$ cat src/rtl/display_scan_ctrl.sv
// Multiplexes eight hex digits onto one 7-segment bus, inserting a blank gap between digits.
// Define LEADING_ZERO_BLANK_EN to darken the leading zero digits 2..7.
module display_scan_ctrl #(
    parameter int DWELL_CYCLES   = 50000,
    parameter int BLANK_CYCLES   = 500,
    parameter int ACTIVE_LOW_OUT = 1
) (
    input  logic        clk_1,
    input  logic        rst_n,
    input  logic        display_en_i,
    input  logic [31:0] digits_i,
    input  logic [7:0]  dp_mask_i,
    output logic [7:0]  an_o,
    output logic [6:0]  seg_o,
    output logic        dp_o,
    output logic [2:0]  digit_idx_o,
    output logic        frame_o
);

    localparam int MAX_CYCLES = (DWELL_CYCLES > BLANK_CYCLES) ? DWELL_CYCLES : BLANK_CYCLES;
    localparam int CNT_W      = $clog2(MAX_CYCLES + 1);
    localparam logic [CNT_W-1:0] DWELL_LAST = CNT_W'(DWELL_CYCLES - 1);
    localparam logic [CNT_W-1:0] BLANK_LAST = CNT_W'((BLANK_CYCLES > 0) ? (BLANK_CYCLES - 1) : 0);
    localparam logic [CNT_W-1:0] CNT_ONE    = CNT_W'(1);
    localparam logic             POL        = (ACTIVE_LOW_OUT != 0);

    typedef enum logic [0:0] {
        ST_BLANK = 1'b0,
        ST_SHOW  = 1'b1
    } state_t;

    state_t           state_r, state_s;
    logic [2:0]       idx_r, idx_s;
    logic [CNT_W-1:0] cnt_r, cnt_s;
    logic             capture_s;
    logic             frame_s;
    logic [3:0]       held_digit_r;
    logic             held_dp_r;
    logic             held_dark_r;
    logic [3:0]       digit_sel_s;
    logic             dp_sel_s;
    logic             dark_sel_s;
    logic             lit_s;
    logic [7:0]       an_act_s;
    logic [6:0]       seg_act_s;
    logic             dp_act_s;
    logic [7:0]       an_r;
    logic [6:0]       seg_r;
    logic             dp_r;
    logic             frame_r;

    // Active-high segment pattern {g,f,e,d,c,b,a} for one hex nibble.
    function automatic logic [6:0] hex_to_seg(input logic [3:0] v);
        case (v)
            4'h0:    hex_to_seg = 7'h3F;
            4'h1:    hex_to_seg = 7'h06;
            4'h2:    hex_to_seg = 7'h5B;
            4'h3:    hex_to_seg = 7'h4F;
            4'h4:    hex_to_seg = 7'h66;
            4'h5:    hex_to_seg = 7'h6D;
            4'h6:    hex_to_seg = 7'h7D;
            4'h7:    hex_to_seg = 7'h07;
            4'h8:    hex_to_seg = 7'h7F;
            4'h9:    hex_to_seg = 7'h6F;
            4'hA:    hex_to_seg = 7'h77;
            4'hB:    hex_to_seg = 7'h7C;
            4'hC:    hex_to_seg = 7'h39;
            4'hD:    hex_to_seg = 7'h5E;
            4'hE:    hex_to_seg = 7'h79;
            4'hF:    hex_to_seg = 7'h71;
            default: hex_to_seg = 7'h00;
        endcase
    endfunction

`ifdef LEADING_ZERO_BLANK_EN
    // A digit at k>=2 is dark when it and every more significant digit are zero.
    function automatic logic leading_zero(input logic [31:0] d, input logic [2:0] k);
        logic z;
        z = (k >= 3'd2);
        for (int j = 0; j < 8; j++) begin
            z = z && !((j >= int'(k)) && (d[4*j +: 4] != 4'h0));
        end
        return z;
    endfunction
`endif

    // Next-state: count out each BLANK/SHOW phase and advance the digit index.
    always_comb begin
        state_s   = state_r;
        idx_s     = idx_r;
        cnt_s     = cnt_r;
        capture_s = 1'b0;
        case (state_r)
            ST_BLANK: begin
                if ((BLANK_CYCLES == 0) || (cnt_r == BLANK_LAST)) begin
                    state_s   = ST_SHOW;
                    cnt_s     = '0;
                    capture_s = 1'b1;
                end else begin
                    cnt_s = cnt_r + CNT_ONE;
                end
            end
            ST_SHOW: begin
                if (cnt_r == DWELL_LAST) begin
                    idx_s = idx_r + 3'd1;
                    cnt_s = '0;
                    if (BLANK_CYCLES == 0) begin
                        state_s   = ST_SHOW;
                        capture_s = 1'b1;
                    end else begin
                        state_s = ST_BLANK;
                    end
                end else begin
                    cnt_s = cnt_r + CNT_ONE;
                end
            end
            default: begin
                state_s = ST_BLANK;
                idx_s   = 3'd0;
                cnt_s   = '0;
            end
        endcase
    end

    // Frame pulse marks the final SHOW cycle of digit 7, registered alongside the state.
    assign frame_s     = (state_s == ST_SHOW) && (cnt_s == DWELL_LAST) && (idx_s == 3'd7);
    assign digit_sel_s = digits_i[{idx_s, 2'b00} +: 4];
    assign dp_sel_s    = dp_mask_i[idx_s];
`ifdef LEADING_ZERO_BLANK_EN
    assign dark_sel_s  = leading_zero(digits_i, idx_s);
`else
    assign dark_sel_s  = 1'b0;
`endif

    // Lit-digit drive in active-high form, derived from the registered state.
    assign lit_s     = (state_r == ST_SHOW) && display_en_i && !held_dark_r;
    assign an_act_s  = lit_s ? (8'd1 << idx_r) : 8'd0;
    assign seg_act_s = lit_s ? hex_to_seg(held_digit_r) : 7'd0;
    assign dp_act_s  = lit_s && held_dp_r;

    // State, counter, index, digit holding register and frame pulse.
    always_ff @(posedge clk_1) begin
        if (!rst_n) begin
            state_r      <= ST_BLANK;
            idx_r        <= 3'd0;
            cnt_r        <= '0;
            held_digit_r <= 4'h0;
            held_dp_r    <= 1'b0;
            held_dark_r  <= 1'b0;
            frame_r      <= 1'b0;
        end else begin
            state_r <= state_s;
            idx_r   <= idx_s;
            cnt_r   <= cnt_s;
            frame_r <= frame_s;
            if (capture_s) begin
                held_digit_r <= digit_sel_s;
                held_dp_r    <= dp_sel_s;
                held_dark_r  <= dark_sel_s;
            end else begin
                held_digit_r <= held_digit_r;
                held_dp_r    <= held_dp_r;
                held_dark_r  <= held_dark_r;
            end
        end
    end

    // Pin drivers, polarity applied here; reset leaves everything dark.
    always_ff @(posedge clk_1) begin
        if (!rst_n) begin
            an_r  <= {8{POL}};
            seg_r <= {7{POL}};
            dp_r  <= POL;
        end else begin
            an_r  <= an_act_s ^ {8{POL}};
            seg_r <= seg_act_s ^ {7{POL}};
            dp_r  <= dp_act_s ^ POL;
        end
    end

    assign an_o        = an_r;
    assign seg_o       = seg_r;
    assign dp_o        = dp_r;
    assign digit_idx_o = idx_r;
    assign frame_o     = frame_r;

endmodule

$ cat config.mk
export PLATFORM = sky130hd
export DESIGN_NAME = display_scan_ctrl
export DESIGN_NICKNAME = d
export VERILOG_FILES = /design/src/rtl/display_scan_ctrl.sv
export SDC_FILE = /design/constraint.sdc
export NUM_CORES = 1
export LEC_CHECK = 0
export CORE_MARGIN = 8
export CORE_UTILIZATION = 51
export DETAILED_ROUTE_END_ITERATION = 12
export PLACE_DENSITY = 0.85
export SYNTH_ARGS = -nofsm -noshare
export SYNTH_HDL_FRONTEND = slang
export SYNTH_SLANG_ARGS = --single-unit
$ cat constraint.sdc
create_clock -name clk_1 -period 4.2 [get_ports clk_1]
set_input_delay 0.84 -clock clk_1 [delete_from_list [all_inputs] [get_ports clk_1]]
set_output_delay 0.84 -clock clk_1 [all_outputs]
set_load 0.01 [all_outputs]
==> metrics.yaml, run 1 <==
maximum_number_of_buffers_from_clock_root_to_sink: 2
setup_viol: 0
netSwitchingFraction_pct: 23.51
area_growth_pct: 25.23
critical_path.max_fanout: 17
comb_power_share_pct: 8.9
synthesis.area_um2: 2902
final_hold_slack_ns: 0.3697
share_clk_of_total_power_pct: 34.8
netlist-cell-type-count: 53
place_inst: 426
ys.flop_type: "dfxtp_1"
number_of_levels_the_h_tree_was_split_into: 2
max-cap-violations: 0
path_cells: "or4_4 -> or4_4 -> mux2i_4 -> mux2_2 -> a221oi_2 -> a21oi_1 -> ha_1 -> and4b_1 -> a221oi_2"
layout.cells.non_filler: 434
r2r.worst_path.cells: 9
status: "finished clean"
post_cts_setup_buffer_count: 0
total_number_of_vias: 2453
final_antenna_net_count: 0
post_synth_inst_count: 309
antenna_found_initial: 0
tritoncts: "built"
period_needed_ns: 3.773
cts-buffers-inserted: 5
worstSetupStartpointType: "register"
die_height_um: 91.43
cts.clk_slew.worst_paths_ns: 0.09
regToRegSetupSlack_ns: 0.43
pwr-share-seq_pct: 56.3
rows: 27
ys_ff_latch: 49
synth_edf_count: 0
power.density_nw_per_um2: 229.0
cp.required_ns: 4.42
antenna-diode-count: 0
max_slew.worst_pin.slew_ns: 0.8438
hold_path.class: "reg2reg"
crit_start: "cnt_r[10]$_SDFF_PN0_"
drt_pass1_iterations: 4
initial_utilization_pct: 52.69
post-route-period-util_pct: 89.84
finalClockSkew_ns: 0.01093
critical_path_type: "reg2reg"
io_pins: 63
final_hold_viol_count: 0
max_freq_ghz: 0.2650
dp_hpwl_um: 5523
timing.critical_path.depth: 9
vias_in_the_first_global_route: 2558
design.die.area_um2: 8359
post_route_cells_drive_above_1_share_pct: 10.77
worst_ir_drop_vdd_mv: 0.1531
grt_remaining_overflow: 0
cp_top_family: "simple AND/OR/NAND/NOR gates"
core_area_um2: 5507
worst_skew_pair.late_latency_ns: 0.31
worst-endpoint-arrival_ns: 3.99
final.setup.tns_ns: 0
cts_hold_buffers: 0
synth_commonest_cells: "49 x dfxtp_1, 28 x nand2_1, 26 x nor2_1"
yosys.cell_count.top_type: "dfxtp_1"
timing.critical_path.slowest_cell_delay_ns: 0.73
grt_setup_unrepaired: "no"
synth_top_cells_by_area: "dfxtp_1 34%, mux2i_1 7.9%, ha_1 6.0%"
finalWeightedCongestion: 0.9525
cts.sink_count: 49
avgViaCountPerCell: 5.652
track_usage_pct: 17.09
cts.repair.resized: 0
async_flop_share_pct: 0
drc_marker_count_from_the_first_detailed_route_iteration: 102
final_net_count: 418
clock-root-buffer: "clkbuf_8"
mean_routed_wirelength_per_cell_um: 16.16
synthesis.area_per_instance_um2: 9.390
postRouteWirelength_um: 7015
worstSetupEndpointType: "register"
yosysWarningCount: 0
route.detailed.drc: 0
largest_net_degree_at_the_start_of_global_routing: 19
worst_slew_margin_rel_pct: 43.37
final_max_slew_viol_count: 0
synth.net_count: 366
post-synth-top-area-fraction_pct: 33.81
slowest_stage: "or4_4"
die_width_um: 91.43
port-buffer-count: 62
r2r-start: "cnt_r[10]$_SDFF_PN0_"
total_leakage_power_uw: 0.001414
grt_first_pass_wirelength_um: 11950
seq_area_frac_synth_pct: 33.81
post-synth-top-area-cell: "dfxtp_1"
cellInternalPower_uw: 636.6
power.switching_uw: 195.7
critical_path.n_buffers_inverters: 0
## logic make-up (layout without fill, tap and decap cells)
logic type | Yosys count | count (layout) | synth area share [%]
DFF | 49 | 49 | 33.81
adders and majority gates | 14 | 14 | 6.037
muxes | 40 | 40 | 18.20
xor gates and xnor gates | 18 | 18 | 5.692
AOI/OAI and AO/OA | 44 | 44 | 11.47
buffers and inverters | 32 | 85 | 4.700
and+or+nand+nor | 112 | 112 | 20.09
## power groups by stage
| stage | sequential [µW] | clock [µW] | combinational, µW |
|---|---|---|---|
| after global placement | 480 | 0 | 72.3 |
| after CTS | 469 | 297 | 74.1 |
| after detailed placement | 480 | 0 | 73.6 |
| after floorplan | 479 | 0 | 25.2 |
| after global routing | 470 | 315 | 78.6 |
| final | 469 | 290 | 73.9 |
## per-layer routing
layer,vias to the layer above,global-route usage [%],wire length (µm)
met3,11,4.527,471
met5,-,0,0
met4,0,6.548,107
met1,1166,18.73,2870
met2,86,30.61,3566
li1,1190,-,-
## through the flow
| stage | worst slack (ns) | power (µW) | util (%) | cell area (µm²) |
|---|---|---|---|---|
| 6_report | 0.4266 | 832.2 | 65.99 | 3633 |
| 5_1_grt | 0.2343 | 863.5 | 65.99 | 3633 |
| 4_1_cts | 0.4382 | 839.4 | 65.99 | 3633 |
| 3_5_place_dp | 0.4632 | 553.2 | 64.28 | 3540 |
| 3_3_place_gp | 0.5459 | 551.9 | 64.28 | 3540 |
| 2_1_floorplan | 0.7611 | 504.2 | - | 2902 |
## worst min-delay path by stage
stage	startpoint	to	slack, ns	cells after the start
final	register	seg_o[6]$_SDFF_PN1_	0.37	1
after global routing	register	seg_o[0]$_SDFF_PN1_	0.39	1
after CTS	register	seg_o[6]$_SDFF_PN1_	0.37	1
after detailed placement	register	seg_o[6]$_SDFF_PN1_	0.35	1
after global placement	register	seg_o[2]$_SDFF_PN1_	0.35	1
after floorplan	register	seg_o[0]$_SDFF_PN1_	0.34	1
## layout make-up
type,count,area (µm²)
Clock buffer,5,68.82
Clock inverter,3,25.02
Fill cell,449,1873
Inverter,13,48.80
Multi-Input combinational cell,228,1784
Sequential cell,49,980.9
Tap cell,72,90.09
Timing Repair Buffer,64,635.6
## layout by cell type (no fill, tap or decap), types with 4 or more instances in the layout
cell type	instances
a21oi_1	10
a31oi_1	4
and2_1	9
and3_1	6
clkbuf_8	5
clkdlybuf4s50_1	62
dfxtp_1	49
ha_1	14
inv_1	13
mux2_2	6
mux2i_1	23
mux4_2	7
nand2_1	28
nand3_1	13
nor2_1	26
nor2b_1	8
nor3_1	5
o21ai_0	4
xnor2_1	12
xor2_1	5
Note: power is estimated with default switching activity, not from simulation.
==> run 2, diff against run 1 <==
--- a/config.mk
+++ b/config.mk
@@ -5,10 +5,12 @@
 export SDC_FILE = /design/constraint.sdc
 export NUM_CORES = 1
 export LEC_CHECK = 0
+export CELL_PAD_IN_SITES_DETAIL_PLACEMENT = 0
+export CELL_PAD_IN_SITES_GLOBAL_PLACEMENT = 1
 export CORE_MARGIN = 8
-export CORE_UTILIZATION = 51
+export CORE_UTILIZATION = 39
 export DETAILED_ROUTE_END_ITERATION = 12
-export PLACE_DENSITY = 0.85
+export PLACE_DENSITY = 0.86
 export SYNTH_ARGS = -nofsm -noshare
 export SYNTH_HDL_FRONTEND = slang
 export SYNTH_SLANG_ARGS = --single-unit
==> constraint.sdc (replaced) <==
create_clock -name clk_1 -period 3.6 [get_ports clk_1]
set_input_delay 0.72 -clock clk_1 [delete_from_list [all_inputs] [get_ports clk_1]]
set_output_delay 0.72 -clock clk_1 [all_outputs]
set_load 0.01 [all_outputs]
==> metrics.yaml, run 2 (same netlist as run 1, synthesis figures left out) <==
num-fill-cells: 701
grt_first_pass_wirelength_um: 11300
final_net_count: 428
total_number_of_vias: 2416
maximum_number_of_buffers_from_clock_root_to_sink: 2
vias_in_the_first_global_route: 2402
cts_hold_buffers: 0
antenna_found_initial: 0
critical_path.max_fanout: 6
avgViaCountPerCell: 5.130
worst_ir_drop_vdd_mv: 0.1520
total_leakage_power_uw: 0.001477
grt_remaining_overflow: 0
design.die.area_um2: 10460
drt_pass1_iterations: 4
initial_utilization_pct: 40.22
critical_path_type: "reg2reg"
hold_path.class: "reg2reg"
cts.sink_count: 49
final_antenna_net_count: 0
core_area_um2: 7214
max_slew.worst_pin.slew_ns: 0.8144
rows: 31
grt_setup_unrepaired: "no"
mean_routed_wirelength_per_cell_um: 14.73
power.density_nw_per_um2: 274.0
finalWeightedCongestion: 0.8483
finalClockSkew_ns: 0.01255
post-route-period-util_pct: 93.53
max-cap-violations: 0
antenna-diode-count: 0
dp_hpwl_um: 5470
die_width_um: 102.3
cp.required_ns: 3.85
final_max_slew_viol_count: 0
period_needed_ns: 3.367
r2r-start: "cnt_r[10]$_SDFF_PN0_"
post_route_cells_drive_above_1_share_pct: 13.17
finalPower_uw: 1033
setup_viol: 0
worst-endpoint-arrival_ns: 3.61
worstSetupStartpointType: "register"
largest_net_degree_at_the_start_of_global_routing: 18
r2r.worst_path.cells: 10
drc_marker_count_from_the_first_detailed_route_iteration: 62
layout.cells.most_common_list: "62 x clkdlybuf4s50_1, 49 x dfxtp_1, 28 x nand2_1, 26 x nor2_1, 23 x mux2i_1"
number_of_levels_the_h_tree_was_split_into: 2
regToRegSetupSlack_ns: 0.23
final_hold_viol_count: 0
crit_start: "cnt_r[10]$_SDFF_PN0_"
postRouteWirelength_um: 6938
max_freq_ghz: 0.2970
final.setup.tns_ns: 0
register_area_um2: 980.9
track_usage_pct: 13.60
route.detailed.drc: 0
worstSetupEndpointType: "register"
cts-buffers-inserted: 5
clock-root-buffer: "clkbuf_8"
cts.clk_slew.worst_paths_ns: 0.10
tritoncts: "built"
worst_slew_margin_rel_pct: 45.34
die_height_um: 102.3
io_pins: 63
worst_skew_pair.late_latency_ns: 0.31
area_growth_pct: 29.88
status: "finished clean"
port-buffer-count: 62
layout_commonest_cell: "clkdlybuf4s50_1"
multi_input_comb_area_um2: 1792
-- run 2: worst max-delay path, stage by stage (launching register included) --
cell	delay [ns]
dfxtp_1	0.37
or4_4	0.56
or4_4	0.50
mux4_2	0.44
and2_1	0.17
o31a_1	0.31
nor2b_1	0.18
inv_1	0.12
ha_1	0.25
mux2_2	0.27
a21oi_1	0.13
-- run 2: worst min path at each step --
stage	start	endpoint	cells after the start
after floorplan	register	seg_o[0]$_SDFF_PN1_	1
after CTS	register	seg_o[6]$_SDFF_PN1_	1
after global placement	register	seg_o[0]$_SDFF_PN1_	1
after global routing	register	seg_o[3]$_SDFF_PN1_	1
after detailed placement	register	seg_o[4]$_SDFF_PN1_	1
final	register	seg_o[6]$_SDFF_PN1_	1
-- run 2: layer usage --
layer  wire length, µm  share of wire (%)  track usage [%]
met1              3091                 45            16.61
met2              3318                 48            23.54
met3               476                6.9            3.338
met4                52               0.75            2.709
met5                 0                  0                0
-- run 2: area by class of cell --
cell class | count | area share [%]
clock inverters | 3 | 1.162
inverters | 13 | 1.295
multi-input cells | 228 | 47.54
repair buffers | 74 | 18.86
flip-flops and latches | 49 | 26.03
clock buffers | 5 | 1.826
well taps | 99 | 3.287
-- run 2: timing repair --
| item | in CTS | in global routing |
|---|---|---|
| resized for setup | 0 | 1 |
| endpoints found under the setup margin | 0 | 3 |
| buffers inserted | 0 | 1 |
-- run 2: power breakdown --
part | leakage, µW | switching (µW) | internal [µW]
clock network | 0.0000585 | 191 | 208
logic | 0.00102 | 27.9 | 58.4
registers | 0.000396 | 2.63 | 544
-- run 2: per-stage QoR --
stage	hold WS [ns]	setup slack (ns)	std cells	area, µm²	utilization, %
2_1_floorplan	0.3434	0.1611	309	2902	-
3_3_place_gp	0.3450	0.2153	462	3641	50.47
3_5_place_dp	0.3490	0.1288	462	3641	50.47
4_1_cts	0.3701	0.1030	470	3754	52.03
5_1_grt	0.3849	0.08798	471	3769	52.24
6_report	0.3669	0.2331	471	3769	52.24
==> run 3, diff against run 2 <==
--- a/config.mk
+++ b/config.mk
@@ -10,6 +10,7 @@
 export CORE_MARGIN = 8
 export CORE_UTILIZATION = 39
 export DETAILED_ROUTE_END_ITERATION = 12
+export HOLD_SLACK_MARGIN = 0.1
 export PLACE_DENSITY = 0.86
 export SYNTH_ARGS = -nofsm -noshare
 export SYNTH_HDL_FRONTEND = slang
==> results of run 3 <==
Final layout, timing and power as in run 2 (identical DEF).
